[config.mk]
export PLATFORM = sky130hd
export DESIGN_NAME = bank_write_scheduler_flat
export DESIGN_NICKNAME = d
export VERILOG_FILES = /design/src/rtl/bank_write_scheduler_if.sv /design/src/rtl/bank_write_scheduler.sv /design/src/flat_wrapper.sv
export SDC_FILE = /design/constraint.sdc
export NUM_CORES = 1
export LEC_CHECK = 0
export BUFFER_PORTS_ARGS = -buffer_cell sky130_fd_sc_hd__buf_2
export CORE_MARGIN = 2
export CORE_UTILIZATION = 30
export CTS_CLUSTER_SIZE = 24
export DETAILED_ROUTE_END_ITERATION = 8
export GPL_ROUTABILITY_DRIVEN = 0
export PLACE_DENSITY = 0.6
export SYNTH_ARGS = -nofsm -noshare
export SYNTH_HDL_FRONTEND = slang
export SYNTH_SLANG_ARGS = --single-unit
[constraint.sdc]
create_clock -name clk -period 2.02 [get_ports clk]
set_clock_uncertainty 0.15 [all_clocks]
set_input_delay 0.606 -clock clk [delete_from_list [all_inputs] [get_ports clk]]
set_output_delay 0.606 -clock clk [all_outputs]
set_load 0.05 [all_outputs]
[src/rtl/bank_write_scheduler_if.sv]
// Reference-word stream from the external fetch unit into the bank write
// scheduler: valid/ready handshake with one 8-pixel word per transfer.
interface bank_write_scheduler_if #(
    parameter int DW = 64
) ();
    logic          in_valid;
    logic [DW-1:0] in_data;
    logic          in_ready;

    // Fetch unit side: offers words and watches ready.
    modport master (
        output in_valid,
        output in_data,
        input  in_ready
    );

    // Scheduler side: consumes words and drives ready.
    modport slave (
        input  in_valid,
        input  in_data,
        output in_ready
    );
endinterface

[src/rtl/bank_write_scheduler.sv]
// Write-side sequencer for the reference-window bank array. Each accepted word
// is steered to one bank: BURST_LEN words per bank, banks in rotation, ROUNDS
// rotations per window fill. The write address tracks each bank's internal
// write counter so both stay aligned across the fill.
module bank_write_scheduler #(
    parameter int NUM_BANKS = 4,
    parameter int BURST_LEN = 24,
    parameter int ROUNDS    = 4,
    parameter int DW        = 64
) (
    input  logic                 clk,
    input  logic                 rst,
    input  logic                 start,
    bank_write_scheduler_if.slave in_if,
    output logic                 beg_en,
    output logic [NUM_BANKS-1:0] bank_sel,
    output logic [DW-1:0]        ref_out,
    output logic [6:0]           wr_addr,
    output logic [2:0]           bank_idx,
    output logic                 busy,
    output logic                 fill_done,
    output logic                 window_valid
);

    localparam int WCW = (BURST_LEN > 1) ? $clog2(BURST_LEN) : 1;
    localparam int RCW = (ROUNDS > 1) ? $clog2(ROUNDS) : 1;

    typedef enum logic [1:0] {
        IDLE,
        FILL,
        DONE
    } state_t;

    state_t         state;
    state_t         next_state;
    logic [WCW-1:0] word_cnt;
    logic [RCW-1:0] round_cnt;
    logic           accept;
    logic           last_word;
    logic           start_fill;

    assign accept     = in_if.in_valid && in_if.in_ready;
    assign start_fill = (state == IDLE) && start;
    assign last_word  = (round_cnt == RCW'(ROUNDS - 1))
                     && (bank_idx == 3'(NUM_BANKS - 1))
                     && (word_cnt == WCW'(BURST_LEN - 1));

    // State register.
    // NOTE: sequential state is written with non-blocking assignments only, so
    // every flop samples the pre-edge values regardless of block ordering.
    always_ff @(posedge clk) begin
        if (rst) begin
            state <= IDLE;
        end else begin
            state <= next_state;
        end
    end

    // Next-state decode and state-derived outputs.
    // NOTE: every output of this block gets a default first, so no path can
    // leave one unassigned and infer a latch.
    always_comb begin
        next_state     = state;
        in_if.in_ready = 1'b0;
        busy           = 1'b0;
        fill_done      = 1'b0;
        case (state)
            IDLE: begin
                if (start) begin
                    next_state = FILL;
                end
            end
            FILL: begin
                in_if.in_ready = 1'b1;
                busy           = 1'b1;
                if (accept && last_word) begin
                    next_state = DONE;
                end
            end
            DONE: begin
                fill_done  = 1'b1;
                next_state = IDLE;
            end
            default: begin
                next_state = IDLE;
            end
        endcase
    end

    // Word / bank / round counters; only accepted words advance them.
    always_ff @(posedge clk) begin
        if (rst || start_fill) begin
            word_cnt  <= '0;
            bank_idx  <= '0;
            round_cnt <= '0;
        end else if (accept) begin
            if (word_cnt == WCW'(BURST_LEN - 1)) begin
                word_cnt <= '0;
                if (bank_idx == 3'(NUM_BANKS - 1)) begin
                    bank_idx <= '0;
                    if (round_cnt == RCW'(ROUNDS - 1)) begin
                        round_cnt <= '0;
                    end else begin
                        round_cnt <= round_cnt + RCW'(1);
                    end
                end else begin
                    bank_idx <= bank_idx + 3'd1;
                end
            end else begin
                word_cnt <= word_cnt + WCW'(1);
            end
        end
    end

    // Registered bank write port: strobe and select pulse per accepted word,
    // data and address hold across bubbles.
    always_ff @(posedge clk) begin
        if (rst) begin
            beg_en   <= 1'b0;
            bank_sel <= '0;
            ref_out  <= '0;
            wr_addr  <= '0;
        end else begin
            beg_en   <= accept;
            bank_sel <= accept ? (NUM_BANKS'(1) << bank_idx) : '0;
            if (accept) begin
                ref_out <= in_if.in_data;
                wr_addr <= 7'(int'(round_cnt) * BURST_LEN + int'(word_cnt));
            end
        end
    end

    // Window-loaded flag: set after the DONE cycle, cleared by an accepted start.
    always_ff @(posedge clk) begin
        if (rst || start_fill) begin
            window_valid <= 1'b0;
        end else if (state == DONE) begin
            window_valid <= 1'b1;
        end
    end

endmodule

[src/flat_wrapper.sv]
// flat-port wrapper written by rule: the top's interface ports become plain ports
module bank_write_scheduler_flat 
#(
    parameter int NUM_BANKS = 4,
    parameter int BURST_LEN = 24,
    parameter int ROUNDS    = 4,
    parameter int DW        = 64
)
  (clk, rst, start, beg_en, bank_sel, ref_out, wr_addr, bank_idx, busy, fill_done, window_valid, in_if_in_valid, in_if_in_data, in_if_in_ready);
  bank_write_scheduler_if #(.DW(DW)) in_if_i ();
  input  logic clk;
  input  logic rst;
  input  logic start;
  output logic beg_en;
  output logic [NUM_BANKS-1:0] bank_sel;
  output logic [DW-1:0] ref_out;
  output logic [6:0] wr_addr;
  output logic [2:0] bank_idx;
  output logic busy;
  output logic fill_done;
  output logic window_valid;
  input wire logic [$bits(in_if_i.in_valid)-1:0] in_if_in_valid;
  input wire logic [$bits(in_if_i.in_data)-1:0] in_if_in_data;
  output wire logic [$bits(in_if_i.in_ready)-1:0] in_if_in_ready;
  assign in_if_i.in_valid = in_if_in_valid;
  assign in_if_i.in_data = in_if_in_data;
  assign in_if_in_ready = in_if_i.in_ready;
  bank_write_scheduler #(.NUM_BANKS(NUM_BANKS), .BURST_LEN(BURST_LEN), .ROUNDS(ROUNDS), .DW(DW)) u_core (.clk(clk), .rst(rst), .start(start), .in_if(in_if_i), .beg_en(beg_en), .bank_sel(bank_sel), .ref_out(ref_out), .wr_addr(wr_addr), .bank_idx(bank_idx), .busy(busy), .fill_done(fill_done), .window_valid(window_valid));
endmodule
== Word-level counts from Yosys, hierarchy flattened ==
Index checks and enable logic that the tools add are counted.

* $add $sub $neg: 4
* Multipliers: 1
* Equal/unequal tests: 7
* Shifts and indexed selects: 1
* Multiplexer cells: 8
* Bitwise gates (word level): 1
* Reductions and logical operators: 11

{| class="wikitable"
|+ Operators with widths
! operator !! number
|-
| adder 7 x 6 -> 7 bit || 1
|-
| 2-to-1 mux 2 bit || 3
|-
| adder 5 x 1 -> 5 bit, second input constant || 1
|-
| equality test 5 bit, second input constant || 1
|-
| logical AND 1 bit || 5
|-
| 2-to-1 mux 5 bit || 1
|-
| equality test 2 bit, second input constant || 2
|-
| multiplier 2 x 2 -> 4 bit, second input constant || 1
|-
| case mux 2 bit (2 select lines) || 1
|-
| AND reduction 2 bit || 2
|-
| left shift 1 x 3 -> 4 bit, first input constant || 1
|-
| adder 3 x 1 -> 3 bit, second input constant || 1
|-
| equality test 3 x 2 -> 1 bit, second input constant || 1
|-
| 2-to-1 mux 3 bit || 1
|-
| AND reduction 3 bit || 1
|-
| adder 2 x 1 -> 2 bit, second input constant || 1
|-
| equality test 2 x 1 -> 1 bit, second input constant || 1
|-
| logical NOT 2 bit || 1
|-
| 2-to-1 mux 1 bit || 2
|-
| != test 2 x 1 -> 1 bit, second input constant || 1
|-
| != test 2 bit, second input constant || 1
|-
| OR reduction 2 bit || 1
|-
| logical OR 1 bit || 1
|-
| NOT 1 bit || 1
|}

* Bits in registers: 89
* Input bits: 68
* Output and inout port bits: 83
* Logic and storage cells: 42

== Longest topological paths before layout ==
* Word-level depth: 6
* Mapped depth: 7
* Mapped depth without buffers: 7

== Least setup slack after synthesis ==
Ideal clock, no wire load.

* Kind: register to output
* Start: reg u_core.state[0]
* End: out in_if_in_ready
* Arrival: 1.514 ns
* Required time: 1.264 ns
* Slack: -0.250 ns
* Stages on the path, launching flop included: 3
* Buffers on the path: 1
* Cells stage by stage: dfxtp_1 -> nor2b_1 -> buf_4

* Word-level cells in the longest chain between the ends: 2

{| class="wikitable"
|+ Ends and longest elaborated chain
! element !! RTL line !! RTL
|-
| start, declared || bank_write_scheduler.sv:34 || <nowiki>state_t state;</nowiki>
|-
| start signal, assigned || bank_write_scheduler.sv:55 || <nowiki>state <= next_state;</nowiki>
|-
| equality test 2 x 1 -> 1 bit || n/a ||
|-
| 2-to-1 mux 1 bit || n/a ||
|-
| end, declared || flat_wrapper.sv:24 || <nowiki>output wire logic [$bits(in_if_i.in_ready)-1:0] in_if_in_ready;</nowiki>
|}

No other way between the ends.

== Worst setup path in the final report ==
* Start: reg u_core.state[0]
* End: out busy

* Word-level cells in the longest chain between the ends: 2

{| class="wikitable"
|+ Ends and longest elaborated chain
! element !! RTL line !! RTL
|-
| equality test 2 x 1 -> 1 bit || bank_write_scheduler.sv:67 || <nowiki>case (state)</nowiki>
|-
| 2-to-1 mux 1 bit || bank_write_scheduler.sv:67 ||
|-
| end, declared || flat_wrapper.sv:19 || <nowiki>output logic busy;</nowiki>
|}

No other way between the ends.

==> flow_summary_export.csv <==
group,metric,value,unit
sta,setup_violations,0,
setup_path,path_class,"register to primary output",
route,drtIter0Drc,122,
grt,grt_pass1_wl,12810,um
sta,timing.final.crit_share,0.9447,
logic_synthesis,synth_warnings,0,
sta,tightest_slew,0.4059,ns
sta,drv_slew,0,
setup_path,timing.rr.start,"u_core.round_cnt[0]",
logic_synthesis,syn_avg_cell_area,8.301,um^2
logic_synthesis,syn_nets,474,
clock_network,cts.clk_slew.worst_paths,0.09,ns
setup_path,cp_max_fo,6,
logic_synthesis,netlist_instances,399,
outcome,status,"completed",
grt,grt_use_total,0.1380,
pwr,power.density,790.6,nW/um^2
setup_path,crit_arrival,1.15,ns
route,avgViaCountPerCell,4.545,
floorplanning,start_util,0.3069,
clock_network,cts-buffers-inserted,9,
sta,holdWs,0.3031,ns
logic_synthesis,synth_top_family_by_area,"simple AND/OR/NAND/NOR gates",
clock_network,clk_latency,0.36,ns
finish,fillers,1130,
hold_path,worstHoldStart,"u_core.ref_out[13]",
route,drcViolationCount,0,
logic_synthesis,ys_seq_area_frac,0.5380,
setup_path,cp_cell_sequence,"nor2b_2 > buf_4",
floorplanning,ios,151,
sta,grt_setup_unrepaired,"false",
hold_path,holdCritPathClass,"register to register",
clock_network,clock_sinks,89,
route,via_count,3118,
clock_network,ctsHoldBuffers,0,
setup_path,cp.required,1.26,ns
logic_synthesis,synth_area,3312,um^2
floorplanning,dieArea,11900,um^2
grt,antenna_found_initial,0,
place,portBuffers,150,
logic_synthesis,synth_fa_ha_area_frac,0.02871,
logic_synthesis,ys_seq_elements,89,
logic_synthesis,synthXorXnorAreaFrac,0.002645,
finish,drive_above_1_share,0.3370,
floorplanning,fp.dieH,109.1,um
setup_path,crit_start,"u_core.state[0]",
logic_synthesis,synth_top_area_share,0.5380,
floorplanning,core_area,10790,um^2
route,drtPass1Iterations,4,
logic_synthesis,synth.distinct_cells,35,
job,max-cap-violations,0,
grt,grt_max_degree,36,
finish,layout.nets,616,
grt,grt_pass1_vias,2868,
clock_network,htreeDepth,3,
sta,fin_tns_setup,0,ns
sta,hold_violations,0,
clock_network,cts_setup_buffers,0,
floorplanning,fp.dieW,109.1,um
place,dpl_worst_slack,0.1094,ns
clock_network,cts_tree,"done",
pwr,p_leak,1.954,nW
route,ant_nets,0,
logic_synthesis,synth-simple-area-share,0.2267,
setup_path,critPathLaunchType,"register",
setup_path,critPathCaptureType,"primary output",
finish,antennaDiodeCount,0,
pwr,peakVddDrop,334.0,uV
sta,relSlewSlack,0.7294,
sta,fmax,0.5241,GHz
place,hpwl,5888,um
logic_synthesis,synth_compound_gate_area_share,0.1458,
clock_network,cts_max_path_buffers,2,
finish,area_growth,31.58,%
clock_network,clock-root-buffer,"clkbuf_8",
sta,worst_slack,0.1118,ns
grt,grt_overflow,0,
sta,min_period,1.908,ns
logic_synthesis,synth_area_leaders,"dfxtp_1 54%, nand2_1 16%, a21oi_1 12%",
route,routed_wl,8085,um
setup_path,slowest_stage,"dfxtp_2",
floorplanning,num_rows,38,
logic_synthesis,muxShareOfSynthArea,0.003022,
setup_path,slowest_delay,0.39,ns
route,wl_per_cell,11.79,um
logic_synthesis,yosysTopAreaCell,"dfxtp_1",
[flip-flops by register name, indices dropped and copies added, names as in the netlist]
register	flops
u_core.wr_addr	7
u_core.round_cnt	2
u_core.word_cnt	5
u_core.state	2
u_core.window_valid	1
u_core.ref_out	64
u_core.bank_idx	3
u_core.bank_sel	4
u_core.beg_en	1
[metal layers]
layer | up-vias | wire length (um) | share of wire | track usage
met1 | 1417 | 3465 | 0.43 | 0.1575
met3 | 15 | 597 | 0.074 | 0.04304
li1 | 1592 | - | - | -
met4 | 0 | 201 | 0.025 | 0.08608
met2 | 94 | 3821 | 0.47 | 0.2240
met5 | - | 0 | 0 | 0
[final cells by class]
| type | count | area, um^2 | area share |
|---|---|---|---|
| Sequential cell | 89 | 1788 | 0.4103 |
| Multi-Input combinational cell | 273 | 1358 | 0.3115 |
| Timing Repair Buffer | 160 | 833.3 | 0.1912 |
| Tap cell | 140 | 175.2 | 0.04020 |
| Clock buffer | 13 | 158.9 | 0.03646 |
| Inverter | 8 | 30.03 | 0.006891 |
| Clock inverter | 3 | 15.01 | 0.003445 |
[logic make-up after synthesis]
family / count (synthesis)
and+or+nand+nor: 174
AOI/OAI and AO/OA: 90
DFF: 89
buffers and inverters: 37
adders and majority gates: 7
xor gates and xnor gates: 1
muxes: 1
[power breakdown]
part | internal [mW] | switching, mW
clock | 0.510 | 0.592
combinational | 0.142 | 0.362
sequential | 1.81 | 0.0294
total | 2.46 | 0.983
[final timing paths]
check	end	slack, ns	cells past startpoint
worst max register to register	u_core.wr_addr[6]	0.16	7
worst min-delay path	u_core.ref_out[13]	0.30	2
worst min register to register	u_core.ref_out[13]	0.30	2
worst max-delay path	busy	0.11	2
[worst max-delay path: cells and delay by family, from the launching register on]
kind	cells	cell delay (ns)
buffers and inverters	1	0.21
DFF	1	0.39
and+or+nand+nor	1	0.19
[through the flow]
| stage | total power [mW] | util | std cells | instance area [um^2] |
|---|---|---|---|---|
| finish | 3.445 | 0.4038 | 686 | 4358 |
| global route | 3.626 | 0.4038 | 686 | 4358 |
| CTS | 3.521 | 0.4027 | 686 | 4347 |
| detailed placement | 2.389 | 0.3858 | 670 | 4164 |
| global placement | 2.380 | 0.3858 | 670 | 4164 |
| floorplan | 2.235 | - | 399 | 3314 |
[cell usage in the layout (no fill, tap or decap), drive strengths merged, types with 2 or more instances in the layout]
cell type / Yosys / routed
clkbuf: 16 / 13
or3: 4 / 4
a211oi: 2 / 2
nor3b: 2 / 2
a311oi: 2 / 2
o21ai: 6 / 6
clkinv: 0 / 3
inv: 8 / 8
nand3b: 2 / 2
or4: 2 / 2
buf: 13 / 160
nand2: 141 / 141
ha: 6 / 6
nand3: 4 / 4
nor2b: 2 / 2
dfxtp: 89 / 89
a21oi: 77 / 77
nor3: 2 / 2
nor2: 7 / 7
[Yosys cell counts, drive strengths merged]
master   instances
nor2             7
xnor2            1
a211oi           2
nor3             2
nand3b           2
a311oi           2
mux2i            1
and4b            1
nand3            4
and3             1
ha               6
and4             1
buf             13
nand2          141
or4b             1
or3b             1
nor2b            2
a21oi           77
nand4b           1
nor3b            2
nand2b           1
a41oi            1
clkbuf          16
or4              2
a2111oi          1
or3              4
and3b            1
inv              8
fa               1
a2111o           1
o21ai            6
dfxtp           89
[timing repair]
| action | CTS | global route |
|---|---|---|
| gates resized for setup | 4 | 4 |
| endpoints found under the setup margin | 3 | 2 |
| hold endpoints to repair | 0 | 0 |
| pin swaps | 0 | 1 |
No activity file was read; power rests on OpenSTA's default activity.
